File: src/rtl/mux4_scan_ctrl.sv
// Round-robin scan sequencer for a 4:1 mux: grants requesting channels in turn,
// holds each grant for DWELL cycles and flags the final cycle of every dwell.
module mux4_scan_ctrl #(
  parameter int DWELL     = 4,
  parameter int SKIP_IDLE = 1
) (
  input  logic       clk,
  input  logic       rst_n,
  input  logic       start,
  input  logic       stop,
  input  logic [3:0] req,
  output logic [1:0] sel,
  output logic       enable,
  output logic       ch_done,
  output logic       busy
);

  typedef enum logic [1:0] {
    S_IDLE   = 2'd0,
    S_SEARCH = 2'd1,
    S_DWELL  = 2'd2
  } state_t;

  localparam logic [7:0] CNT_INIT = 8'(DWELL - 1);

  state_t     r_state;
  logic       r_run;
  logic [1:0] r_ptr;
  logic [7:0] r_cnt;
  logic [1:0] r_sel;
  logic       r_en;
  logic       r_done;

  logic       w_run_nxt;
  logic       w_found;
  logic [1:0] w_cand;

  // Returns {found, channel}: first eligible channel scanning from p upward, mod 4.
  function automatic logic [2:0] find_cand(input logic [3:0] rq, input logic [1:0] p);
    logic       f;
    logic [1:0] c;
    logic [1:0] res;
    f   = 1'b0;
    res = p;
    for (int i = 0; i < 4; i++) begin
      c = p + 2'(i);
      if (!f && ((SKIP_IDLE == 0) || rq[c])) begin
        f   = 1'b1;
        res = c;
      end
    end
    return {f, res};
  endfunction

  assign w_run_nxt         = stop ? 1'b0 : (start ? 1'b1 : r_run);
  assign {w_found, w_cand} = find_cand(req, r_ptr);

  always_ff @(posedge clk or negedge rst_n) begin
    if (!rst_n) begin
      r_state <= S_IDLE;
      r_run   <= 1'b0;
      r_ptr   <= 2'd0;
      r_cnt   <= 8'd0;
      r_sel   <= 2'd0;
      r_en    <= 1'b0;
      r_done  <= 1'b0;
    end else begin
      r_run <= w_run_nxt;
      case (r_state)
        S_IDLE: begin
          r_en   <= 1'b0;
          r_done <= 1'b0;
          if (w_run_nxt) r_state <= S_SEARCH;
        end
        S_SEARCH: begin
          if (!w_run_nxt) begin
            r_state <= S_IDLE;
          end else if (w_found) begin
            r_sel   <= w_cand;
            r_cnt   <= CNT_INIT;
            r_en    <= 1'b1;
            r_done  <= (CNT_INIT == 8'd0);
            r_state <= S_DWELL;
          end
        end
        S_DWELL: begin
          // Dwell always runs to completion; stop only decides where we go after it.
          if (r_cnt == 8'd0) begin
            r_ptr   <= r_sel + 2'd1;
            r_en    <= 1'b0;
            r_done  <= 1'b0;
            r_state <= w_run_nxt ? S_SEARCH : S_IDLE;
          end else begin
            r_cnt  <= r_cnt - 8'd1;
            r_done <= (r_cnt == 8'd1);
          end
        end
        default: begin
          r_en    <= 1'b0;
          r_done  <= 1'b0;
          r_state <= S_IDLE;
        end
      endcase
    end
  end

  assign sel     = r_sel;
  assign enable  = r_en;
  assign ch_done = r_done;
  assign busy    = (r_state != S_IDLE);

endmodule

File: config.mk
export PLATFORM = sky130hd
export DESIGN_NAME = mux4_scan_ctrl
export DESIGN_NICKNAME = d
export VERILOG_FILES = /design/src/rtl/mux4_scan_ctrl.sv
export SDC_FILE = /design/constraint.sdc
export NUM_CORES = 1
export LEC_CHECK = 0
export BUFFER_PORTS_ARGS = -buffer_cell sky130_fd_sc_hd__buf_2
export CAP_MARGIN = 10
export CORE_MARGIN = 4
export CORE_UTILIZATION = 40
export DETAILED_ROUTE_END_ITERATION = 12
export MAX_ROUTING_LAYER = met4
export SYNTH_ARGS = -nofsm -noshare
export SYNTH_HDL_FRONTEND = slang
export SYNTH_SLANG_ARGS = --single-unit
File: constraint.sdc
create_clock -name clk -period 1.8 [get_ports clk]
set_clock_uncertainty 0.05 [all_clocks]
set_input_delay 0.54 -clock clk [delete_from_list [all_inputs] [get_ports clk]]
set_output_delay 0.54 -clock clk [all_outputs]
set_load 0.005 [all_outputs]
==> flow_summary.ini, run 1 <==
[logic_synthesis]
yosysWarningCount = 0
synth_flop_cell = dfrtp_1
yosys_register_bits = 17
synth.top_cell.area_share = 0.461
synth_cell_type_count = 32
synth_seq_area_share = 0.461
synth_edf_count = 0
syn-instance-count = 99
synth.avg_cell_area_sq_um = 9.33
async_flop_share = 1.00
synth.area.top_cells = dfrtp_1 46%, a21oi_1 4.9%, nand2_1 4.9%
synth_nets = 110
syn_area_sq_um = 923
yosys.area.top_type = dfrtp_1

[run_status]
status = complete, but fails checks
violations = negative setup slack

[finish]
multi_input_area_sq_um = 487
regArea_sq_um = 425
utilization = 0.540
antenna_cells = 0
drive_above_1_share = 0.346
areaGrowthSynthToFinish_pct = 29.4
final_nets = 145
fin_area_sq_um = 1190
fill_cells = 209

[sta]
finalMaxSlewViolations = 0
fmax_ghz = 0.554
rsz0062_at_grt = yes
setup_ws_ns = -0.00364
finalCriticalPeriod_ns = 1.80
worst_slew_pin_slew_ns = 0.383
hold_violations = 0
setup-violations-final = 1
period_share = 1.00
slew_headroom = 0.745
whs_ns = 0.104

[clocking]
cts.sinks = 17
ctsHoldBuffers = 0
cts.path.max_buffers = 2
clockRootBuffer = clkbuf_4
cts_tree = built
worstSkewPairLatency_ns = 0.29
htree_levels = 1
cts_buffers = 3
clk_pin_slew_ns = 0.10

[place]
place_hpwl_mm = 1.59
gp_congestion = 0.894
postPlaceCellArea_sq_um = 1150
portBuffers = 12

[global_routing]
track_usage = 0.149
grt_pass1_wl_mm = 3.66
grt_max_degree = 18
grt_overflow = 0
first_global_vias = 810
antenna_found_initial = 0

[worst_setup_path]
cp_cell_sequence = or4_4 > o31a_1 > nand2b_4 > a2bb2oi_1
cp-end-kind = register
critical_path_required_ns = 1.92
critPathMaxStageDelay_ns = 0.54
cp_slowest_cell = or4_4
cp.arrival_ns = 1.92
critPathKind = register to register
cp-start-kind = register
crit_family = simple AND/OR/NAND/NOR gates
path_max_fanout = 7
cp.buffers_inverters = 0

[floorplanning]
core_area_sq_um = 2210
dieArea_sq_um = 3140
die_x_um = 56.0
fp.dieH_um = 56.0
io_pins = 13
start_util = 0.417
rows = 17

[routing]
drc = 0
wl_per_cell_um = 12.9
via_per_inst = 5.36
ant_nets = 0
vias = 863
dr.first_iter.drc_count = 15
drt-total-wl_mm = 2.08
first_pass_iters = 4

[power_and_ir_drop]
power_density_nw_per_um2 = 1400
ir_drop_uv = 652
total_power_mw = 1.67
p_leak_nw = 0.595

[hold_path]
hp-class = primary input to async pin

[run]
maxCapViolCount = 0
synthesized netlist by cell type (2+ instances only):
master	instances
a21oi_1	9
and2b_2	2
dfrtp_1	17
ha_1	3
inv_1	5
mux2i_1	3
nand2_1	12
nand2b_1	2
nand3_1	5
nor2_1	10
nor2b_1	3
nor3_1	2
o2111ai_1	2
o21ai_0	5
xor2_1	2
worst reg2reg max path, delay by kind of cell, from the launching register on:
kind	cells	cell delay [ns]
AO/OA/AOI/OAI	2	0.52
flip-flops	1	0.40
AND/OR/NAND/NOR	2	0.72
kinds of logic (layout without fill, tap and decap cells):
kind of cell	count (synthesis)	count (layout)	share of synthesized area
DFF	17	17	0.461
AOI/OAI and AO/OA	23	23	0.163
and+or+nand+nor	45	45	0.260
xor gates and xnor gates	2	2	0.0190
muxes	3	3	0.0325
buffers and inverters	6	40	0.0244
adders and majority gates	3	3	0.0407
power by group:
group / total (mW) / internal [mW] / switching (mW)
logic: 0.846 / 0.449 / 0.397
registers: 0.620 / 0.508 / 0.112
clock network: 0.208 / 0.0860 / 0.122
path summary, 6_finish.rpt:
kind / slack [ns] / startpoint / to / cells after the start
max: -0.004 / r_cnt[5]$_DFFE_PN0P_ / r_cnt[1]$_DFFE_PN0P_ / 4
min: 0.10 / rst_n / ch_done$_DFFE_PN0P_ / 1
max reg2reg: -0.004 / r_cnt[5]$_DFFE_PN0P_ / r_cnt[1]$_DFFE_PN0P_ / 4
max in group asynchronous: 1.32 / rst_n / r_cnt[6]$_DFFE_PN0P_ / 1
min reg2reg: 0.44 / ch_done$_DFFE_PN0P_ / ch_done$_DFFE_PN0P_ / 2
min in group clk: 0.44 / ch_done$_DFFE_PN0P_ / ch_done$_DFFE_PN0P_ / 2
routing by layer:
layer	track usage	wire [um]	vias to the layer above
li1	-	-	419
met1	0.197	954	419
met2	0.232	1000	21
met3	0.0302	101	4
met4	0.0407	25	0
met5	-	0	-
registers in the layout (all words and copies together) (netlist names):
signal   count
r_run        1
ch_done      1
sel          2
r_cnt        8
r_ptr        2
enable       1
r_state      2
layout make-up:
cell class / instances / area share
timing repair buffer: 31 / 0.170
inverter: 5 / 0.0157
clock buffer: 4 / 0.0220
sequential: 17 / 0.356
tap: 28 / 0.0293
multi-input combinational: 76 / 0.407
metrics by stage:
stage / TNS, ns / instances / setup WS, ns
floorplan: 0 / 99 / 0.00642
global placement: -0.464 / 156 / -0.0774
detailed placement: -0.637 / 156 / -0.115
CTS: 0 / 161 / 0.0129
global route: -0.0593 / 161 / -0.0593
finish: -0.00364 / 161 / -0.00364
what timing repair did:
item / CTS / global route
resized for setup: 4 / 1
buffers inserted: 1 / 0
hold endpoints to repair: 0 / 0
setup endpoints to repair: 1 / 4
pin swaps: 2 / 1
placed cells by master (no fill, tap or decap), types with 2 or more instances in the layout:
cell type and count:
dfrtp_1 17, and2b_2 2, buf_2 12, inv_2 2, clkbuf_4 3, inv_1 3
nor3_1 2, nor2_1 10, nand2_1 12, ha_1 2, xor2_1 2, mux2i_1 3
buf_4 19, nand3_1 5, nand2b_1 2, o21ai_0 5, a21oi_1 9, nor2b_1 3
(Power assumes the default switching activity.)
==> run 2, diff against run 1 <==
--- a/config.mk
+++ b/config.mk
@@ -8,9 +8,10 @@
 export BUFFER_PORTS_ARGS = -buffer_cell sky130_fd_sc_hd__buf_2
 export CAP_MARGIN = 10
 export CORE_MARGIN = 4
-export CORE_UTILIZATION = 40
+export CORE_UTILIZATION = 49
 export DETAILED_ROUTE_END_ITERATION = 12
 export MAX_ROUTING_LAYER = met4
+export PLACE_DENSITY = 0.73
 export SYNTH_ARGS = -nofsm -noshare
 export SYNTH_HDL_FRONTEND = slang
 export SYNTH_SLANG_ARGS = --single-unit
==> run 2 against run 1 <==
  * The run now ends clean
  * Sequential power down 1%
  * Clock power about the same
  * Worst setup slack improved by 0.062 ns
  * Utilization increased by 13 points
  * Design area decreased by 1.4%
  * Wire length shrank 3.2%
  * Via count down 5.2%
  * Sequential share of layout area up 0.49 points
  * Global-route usage up 3.3 points
  * Combinational power shrank 4.4%
  * Largest cell class unchanged
==> flow_summary.ini, run 2 (synthesis results as in run 1) <==
[global_routing]
track_usage = 0.182
first_global_vias = 854
grt_max_degree = 18
grt_overflow = 0
grt_pass1_wl_mm = 3.48
antenna_found_initial = 0

[worst_setup_path]
cp-startpoint = r_cnt[5]$_DFFE_PN0P_
cp-end-kind = register
critical_path_required_ns = 1.94
cp_slowest_cell = or4_4
cp-start-kind = register
cp.arrival_ns = 1.88
critPathKind = register to register
cp_cell_sequence = or4_4 > o31a_1 > nand2b_4 > a2bb2oi_1
path_max_fanout = 6
timing.rr.start = r_cnt[5]$_DFFE_PN0P_
reg2reg_depth = 4
critPathMaxStageDelay_ns = 0.56

[floorplanning]
start_util = 0.523
core_area_sq_um = 1760
io_pins = 13
rows = 15
die_x_um = 51.4
fp.dieH_um = 51.4
dieArea_sq_um = 2640

[sta]
period_share = 0.968
finalMaxSlewViolations = 0
setup-violations-final = 0
setup_ws_ns = 0.0583
finalCriticalPeriod_ns = 1.74
hold_violations = 0
fmax_ghz = 0.574
whs_ns = 0.0848
slew_headroom = 0.748
worst_slew_pin_slew_ns = 0.379

[run]
maxCapViolCount = 0

[finish]
drive_above_1_share = 0.341
final_cell_mix = 18 x buf_4, 17 x dfrtp_1, 12 x nand2_1, 12 x buf_2, 10 x nor2_1
final_common_cell = buf_4
antenna_cells = 0
fill_cells = 156
multi_input_area_sq_um = 480
regArea_sq_um = 425
final_nets = 144
areaGrowthSynthToFinish_pct = 27.6
largest_reg_flops = 8
top_register = r_cnt

[clocking]
cts.sinks = 17
htree_levels = 1
clk_pin_slew_ns = 0.11
cts.path.max_buffers = 2
worstSkewPairLatency_ns = 0.30
cts_buffers = 3
clockRootBuffer = clkbuf_4
ctsHoldBuffers = 0
cts_tree = built

[routing]
dr.first_iter.drc_count = 14
drt-total-wl_mm = 2.02
ant_nets = 0
vias = 818
first_pass_iters = 2
drc = 0
wl_per_cell_um = 12.8
via_per_inst = 5.21

[power_and_ir_drop]
power_density_nw_per_um2 = 1390
p_leak_nw = 0.593
ir_drop_uv = 922

[place]
place_ws_ns = -0.0798
place_hpwl_mm = 1.50
portBuffers = 12
gp_congestion = 0.823

[hold_path]
hp-class = primary input to async pin

[run_status]
status = complete, no violations
==> run 2: changes by cell type in the layout (fill, tap and decap cells not counted), sizes merged <==
| cell | delta |
|---|---|
| clkinv | +1 |
| clkbuf | -1 |
| buf | -1 |
==> run 2: report_power, final <==
| part | leakage [nW] | internal (mW) | switching [mW] |
|---|---|---|---|
| clock network | 0.0177 | 0.0830 | 0.128 |
| registers | 0.221 | 0.508 | 0.107 |
| logic | 0.354 | 0.429 | 0.380 |
==> run 2: path summary, 6_finish.rpt <==
| kind | to | slack [ns] |
|---|---|---|
| min in group clk | ch_done$_DFFE_PN0P_ | 0.46 |
| worst min register to register | ch_done$_DFFE_PN0P_ | 0.46 |
| max in group asynchronous | r_cnt[5]$_DFFE_PN0P_ | 1.34 |
| worst max register to register | r_cnt[1]$_DFFE_PN0P_ | 0.06 |
| worst min-delay path | enable$_DFFE_PN0P_ | 0.08 |
| worst max-delay path | r_cnt[1]$_DFFE_PN0P_ | 0.06 |
==> run 2: stage by stage <==
step	total power, mW	setup TNS, ns	util	cells	cell area (sq um)
final	1.63	0	0.668	157	1180
after floorplan	1.05	0	-	99	923
after global placement	1.36	-0.180	0.641	151	1130
after CTS	1.60	0	0.657	155	1160
after global routing	1.78	-0.00934	0.668	157	1180
after detailed placement	1.39	-0.296	0.641	151	1130
==> run 2: worst max-delay path, delay by kind of cell (launching register included) <==
kind / cells / cell delay [ns]
flip-flops: 1 / 0.39
AND/OR/NAND/NOR: 2 / 0.73
AO/OA/AOI/OAI: 2 / 0.46
==> run 2: metal layers <==
layer,track usage,wire (um)
met1,0.211,923
met2,0.292,978
met3,0.0437,74
met4,0.0917,38
met5,-,0
==> run 2: final cells by class <==
type | count | share of cell area
clock buffer | 3 | 0.0191
clock inverter | 1 | 0.00425
inverter | 5 | 0.0159
multi-input combinational | 76 | 0.408
sequential | 17 | 0.361
tap | 25 | 0.0265
timing repair buffer | 30 | 0.166
==> run 2: timing repair <==
item | CTS | global route
resized for setup | 0 | 4
buffers inserted | 0 | 2
setup endpoints to repair | 0 | 2
